### src/rtl/mult_accumulate_pkg.sv
// Shared definitions for the pipelined multiply-accumulate: FSM encoding,
// ceiling-log2 helper and default width constants.
package mult_accumulate_pkg;

   localparam int unsigned DEF_N     = 4;
   localparam int unsigned DEF_DW    = 8;
   localparam int unsigned DEF_AW    = 24;
   localparam int unsigned DEF_FRAME = 16;

   typedef enum logic [1:0] {
      IDLE = 2'd0,
      RUN  = 2'd1,
      HOLD = 2'd2
   } state_t;

   function automatic int unsigned clog2(input int unsigned v);
      int unsigned r;
      int unsigned x;
      r = 0;
      x = (v > 1) ? v - 1 : 0;
      while (x > 0) begin
         r++;
         x = x >> 1;
      end
      return r;
   endfunction

endpackage

### src/rtl/mult_accumulate_tree.sv
// Stages S1-S2: registered per-pair unsigned products, then registered
// adder-tree sum of all N products, each stage with its own valid bit.
module mult_accumulate_tree
   import mult_accumulate_pkg::*;
#(
   parameter int unsigned N  = DEF_N,
   parameter int unsigned DW = DEF_DW
) (
   input  logic                          clk,
   input  logic                          rst,
   input  logic                          en,
   input  logic                          flush,
   input  logic [2*DW*N-1:0]             in_data,
   input  logic                          in_valid,
   output logic                          prod_valid,
   output logic [2*DW+clog2(N)-1:0]      sum,
   output logic                          sum_valid
);

   localparam int unsigned PW = 2 * DW;
   localparam int unsigned SW = PW + clog2(N);

   logic [PW-1:0] prod [N];
   logic [SW-1:0] tree_sum;

   always_comb begin
      tree_sum = '0;
      for (int unsigned k = 0; k < N; k++) begin
         tree_sum = tree_sum + SW'(prod[k]);
      end
   end

   // Datapath registers carry no reset; only the valids qualify them.
   always_ff @(posedge clk) begin
      if (en) begin
         for (int unsigned k = 0; k < N; k++) begin
            prod[k] <= PW'(in_data[2*DW*k +: DW]) * PW'(in_data[2*DW*k+DW +: DW]);
         end
         sum <= tree_sum;
      end
   end

   always_ff @(posedge clk or posedge rst) begin
      if (rst) begin
         prod_valid <= 1'b0;
         sum_valid  <= 1'b0;
      end else if (en) begin
         prod_valid <= in_valid && !flush;
         sum_valid  <= prod_valid && !flush;
      end
   end

endmodule

### src/rtl/mult_accumulate_pipe.sv
// Pipelined frame multiply-accumulate with valid/ready on both sides.
// Define MULT_ACC_SATURATE_EN to clamp at 2^AW-1 instead of wrapping.
module mult_accumulate_pipe
   import mult_accumulate_pkg::*;
#(
   parameter int unsigned N     = DEF_N,
   parameter int unsigned DW    = DEF_DW,
   parameter int unsigned AW    = DEF_AW,
   parameter int unsigned FRAME = DEF_FRAME
) (
   input  logic                clk,
   input  logic                rst,
   input  logic [2*DW*N-1:0]   In,
   input  logic                in_valid,
   output logic                in_ready,
   input  logic                clr,
   output logic [AW-1:0]       Out,
   output logic                out_valid,
   input  logic                out_ready,
   output logic                ovf
);

   localparam int unsigned SW = 2 * DW + clog2(N);
   localparam int unsigned CW = (FRAME > 1) ? clog2(FRAME) : 1;

   logic          stall;
   logic          beat;
   logic          flush;
   logic          v1;
   logic          v2;
   logic [SW-1:0] sum;
   logic [AW-1:0] acc;
   logic [CW-1:0] cnt;
   logic          fovf;
   logic [AW:0]   acc_sum;
   logic          carry;
   logic [AW-1:0] acc_add;
   logic          frame_ovf;
   logic          last;
   logic          busy_nxt;
   state_t        state;

   assign stall    = out_valid && !out_ready;
   assign in_ready = !rst && !stall && !clr;
   assign beat     = in_valid && in_ready;
   assign flush    = clr && !stall;

   mult_accumulate_tree #(.N(N), .DW(DW)) u_tree (
      .clk        (clk),
      .rst        (rst),
      .en         (!stall),
      .flush      (flush),
      .in_data    (In),
      .in_valid   (beat),
      .prod_valid (v1),
      .sum        (sum),
      .sum_valid  (v2)
   );

   always_comb begin
      acc_sum   = {1'b0, acc} + (AW+1)'(sum);
      carry     = acc_sum[AW];
`ifdef MULT_ACC_SATURATE_EN
      acc_add   = carry ? {AW{1'b1}} : acc_sum[AW-1:0];
`else
      acc_add   = acc_sum[AW-1:0];
`endif
      frame_ovf = fovf | carry;
      last      = (cnt == CW'(FRAME - 1));
      busy_nxt  = beat || v1 || (v2 ? !last : (cnt != '0));
   end

   // S3: accumulate, deliver a result on the last beat of each frame.
   always_ff @(posedge clk or posedge rst) begin
      if (rst) begin
         acc       <= '0;
         cnt       <= '0;
         fovf      <= 1'b0;
         Out       <= '0;
         out_valid <= 1'b0;
         ovf       <= 1'b0;
      end else if (!stall) begin
         if (clr) begin
            acc  <= '0;
            cnt  <= '0;
            fovf <= 1'b0;
         end else if (v2) begin
            if (last) begin
               Out  <= acc_add;
               ovf  <= frame_ovf;
               acc  <= '0;
               cnt  <= '0;
               fovf <= 1'b0;
            end else begin
               acc  <= acc_add;
               cnt  <= cnt + CW'(1);
               fovf <= frame_ovf;
            end
         end
         if (!clr && v2 && last) begin
            out_valid <= 1'b1;
         end else if (out_ready) begin
            out_valid <= 1'b0;
         end
      end
   end

   // Pipeline occupancy tracker; HOLD defers a clear until the stall ends.
   always_ff @(posedge clk or posedge rst) begin
      if (rst) begin
         state <= IDLE;
      end else begin
         case (state)
            IDLE:    if (beat) state <= RUN;
            RUN: begin
               if (stall)          state <= HOLD;
               else if (flush)     state <= IDLE;
               else if (!busy_nxt) state <= IDLE;
            end
            HOLD:    if (!stall) state <= RUN;
            default: state <= IDLE;
         endcase
      end
   end

endmodule

### config.mk
export PLATFORM = sky130hd
export DESIGN_NAME = mult_accumulate_pipe
export DESIGN_NICKNAME = d
export VERILOG_FILES = /design/src/rtl/mult_accumulate_pkg.sv /design/src/rtl/mult_accumulate_tree.sv /design/src/rtl/mult_accumulate_pipe.sv
export SDC_FILE = /design/constraint.sdc
export NUM_CORES = 1
export LEC_CHECK = 0
export ABC_AREA = 1
export CORE_UTILIZATION = 45
export CTS_CLUSTER_DIAMETER = 120
export DETAILED_ROUTE_END_ITERATION = 6
export HOLD_SLACK_MARGIN = 0.02
export PLACE_DENSITY = 0.61
export REMOVE_ABC_BUFFERS = 1
export SLEW_MARGIN = 20
export SYNTH_ARGS = -nofsm -noshare
export SYNTH_HDL_FRONTEND = slang
export SYNTH_HIERARCHICAL = 1
export SYNTH_SLANG_ARGS = --single-unit
### constraint.sdc
create_clock -name clk -period 5.75 [get_ports clk]
set_input_delay 1.15 -clock clk [delete_from_list [all_inputs] [get_ports clk]]
set_output_delay 1.15 -clock clk [all_outputs]
set_load 0.1 [all_outputs]
==> out/qor.yml <==
power:
  cell_internal_pwr_mw: 4.83
  p_seq_share_pct: 19.3
  p_leak_nw: 11.4
  swShare_pct: 49.5
  comb_power_share_pct: 68.9
  power_frac_clock_pct: 11.8
  irDropWorstVdd_mv: 0.479
  p_sw_mw: 4.73
  p_per_area_nw_per_um2: 500
floorplan:
  die_w_um: 197
  die_area_um2: 39000
  initial_core_util_pct: 45.7
  core_area_um2: 37600
  rows: 71
  num_io_pins: 96
  dieHeight_um: 197
grt:
  grt.overflow.total: 0
  grt_pass1_vias: 13600
  grt_pass1_wl_mm: 63.6
  antenna_found_initial: 0
  gr-usage-met2_pct: 37.2
  grt_max_degree: 56
  busiest_layer: "met2"
  grtUsageMet3_pct: 1.83
  track_usage_pct: 20.2
  use_met1_pct: 25.5
hold_path:
  min_to: "Out[14]"
  hold_path.class: "register to register"
  min_from: "Out[14]"
  min_path_cells: 2
synthesis:
  yosysWarnings: 6
  synth-seq-cells: 139
  yosysSeqAreaShare_pct: 22.6
  synth.top_cell.area_share_pct: 20.6
  async_flop_share_pct: 41.0
  synth_area_um2: 17200
  synth_edf_count: 82
  avgSynthCellArea_um2: 7.51
  synth_top_cell_by_area: "fa_1"
  synth.most_common_cell: "nand2_1"
  synth_common_cells: "nand2_1 (714), inv_1 (590), ha_1 (180)"
  yosys-top-cells-area: "fa_1 (21%), nand2_1 (16%), edfxtp_1 (14%)"
  synth_cells: 2287
  yosys.cell_types.count: 35
  yosys_most_used_dff: "edfxtp_1"
route:
  drt_wl_total_mm: 37.4
  ant_nets: 0
  detailroute.via_count: 13600
  drt_iter0_drc: 719
  first_pass_iters: 7
  via_per_inst: 4.73
  drt-wirelength-per-cell_um: 13.1
  drc: 0
clocking:
  clockBufferDepth: 2
  clock_latency_ps: 420
  cts_root_buf: "clkbuf_16"
  cts_tree: "built"
  postCtsHoldBufs: 0
  htree_levels: 4
  cts_made_buffers: 17
  clk_pin_slew_ps: 60
  cts_sinks: 139
  post_cts_buffers: 0
  postCtsResizedCells: 0
final_layout:
  final_util_pct: 51.0
  fillers: 3791
  syn_to_final_growth_pct: 11.4
  nNetsFinal: 2765
  drive_above_1_share_pct: 3.06
  antenna_cells: 0
timing:
  fin_crit_sh_pct: 86.4
  fin_skew_ps: 12.7
  worstMarginPinSlew_ps: 985
  fmax_mhz: 201
  setup_violations: 0
  min_period_ps: 4970
  timing.hold.ws_ps: 475
  layout_setup_ws_ps: 781
  slew_violations: 0
  rsz0062_at_grt: "false"
  relSlewSlack_pct: 34.1
  setup-tns-final_ps: 0
  hold_violations: 0
critical_path:
  ff2ff_setup_slack_ps: 2780
  endpoint_kind: "register"
  r2r-end: "u_tree/sum[15]"
  slowest_delay_ps: 700
  worst_setup_path_start_kind: "input port"
  crit_required_ps: 5930
  path_cells: "clkdlybuf4s50_1, nand2_1, fa_1, fa_1, inv_1, fa_1, inv_1, fa_1, inv_1, ha_1, nand2_1, a21oi_1, o21ai_0, nand3_1, nand2_1, nand2_1"
  cp_max_fo: 8
  reg2regPathDepth: 11
  crit_slowest_cell: "clkdlybuf4s50_1"
  path_class: "input port to register"
  cp_data_arrival_time_ps: 5150
  crit-reg2reg-launch: "u_tree/prod[3][1]"
job:
  max_cap_viol_count: 0
outcome:
  status: "finished, final reports clean"
place:
  dp_hpwl_mm: 32.0
  place_ws_ps: 404
  portBuffers: 95
  gp_congestion: 0.891
## power groups by stage
stage          Clock, mW  Sequential, mW  Combinational, mW
2_1_floorplan          0            1.81               5.13
3_3_place_gp           0            1.88               6.50
3_5_place_dp           0            1.88               6.62
4_1_cts             1.15            1.86               6.66
5_1_grt             1.19            1.87               7.66
6_report            1.13            1.85               6.59
## worst max-delay path, delay by kind of cell
kind | cells | cell delay, ps
AND/OR/NAND/NOR | 5 | 510
AO/OA/AOI/OAI | 2 | 290
buffers and inverters | 4 | 840
adder cells (fa/ha/maj) | 5 | 2360
## placed cells by master (no fill, tap or decap), drive strengths merged, types with 2 or more instances in the layout
cell type / instances
fa: 177
bufinv: 2
edfxtp: 82
xor2: 26
nand3b: 7
nand3: 114
xnor2: 21
nand2: 722
o21ai: 30
dfrtp: 57
nor3: 9
a21o: 4
clkdlybuf4s50: 95
clkbuf: 19
clkinv: 6
o22ai: 3
nor2: 105
ha: 180
o21bai: 4
buf: 9
a21oi: 50
nand4: 25
inv: 598
or2: 2
## metal layers
layer	wire length, µm	vias to the layer above
met3	996	31
met1	16700	6417
met4	515	0
li1	-	6888
met5	0	-
met2	19200	214
## layout make-up
class	instances	area [µm²]	area share, %
tap	511	639	3.34
sequential	139	3890	20.3
clock inverter	12	131	0.686
timing repair buffer	104	1020	5.32
inverter	594	2230	11.7
multi-input combinational	1483	10800	56.2
clock buffer	19	475	2.48
## state kept, by name, summed over array words and instances (netlist names)
register,flops
u_tree/prod_valid,1
Out,24
acc,24
u_tree/sum_valid,1
ovf,1
fovf,1
u_tree/prod,64
u_tree/sum,18
cnt,4
out_valid,1
## per-stage QoR
step                      std cells  total power, mW  area (µm²)
after floorplan                2216             6.94       16900
after global placement         2831             8.38       18500
after detailed placement       2831             8.49       18500
after CTS                      2862             9.67       19100
after global routing           2862             10.7       19100
final                          2862             9.57       19100
## how the worst max path moves through the flow
stage | start | endpoint | slack (ps) | cells after the start
6_report | In[5] | u_tree/prod[0][12] | 780 | 16
5_1_grt | In[5] | u_tree/prod[0][12] | 600 | 16
4_1_cts | In[5] | u_tree/prod[0][12] | 840 | 16
3_5_place_dp | In[5] | u_tree/prod[0][12] | 400 | 16
3_3_place_gp | In[5] | u_tree/prod[0][12] | 450 | 16
2_1_floorplan | clr | in_ready | 1320 | 1
## kinds of logic (layout without fill, tap and decap cells)
group | count (synthesis) | count (layout) | share of synthesized area (%)
AND/OR/NAND/NOR | 986 | 986 | 23.5
adder cells (fa/ha/maj) | 357 | 357 | 33.7
buffers and inverters | 665 | 729 | 14.7
XOR/XNOR | 47 | 47 | 2.40
flip-flops | 139 | 139 | 22.6
AO/OA/AOI/OAI | 93 | 93 | 2.99
Note: power is estimated with default switching activity, not from simulation.
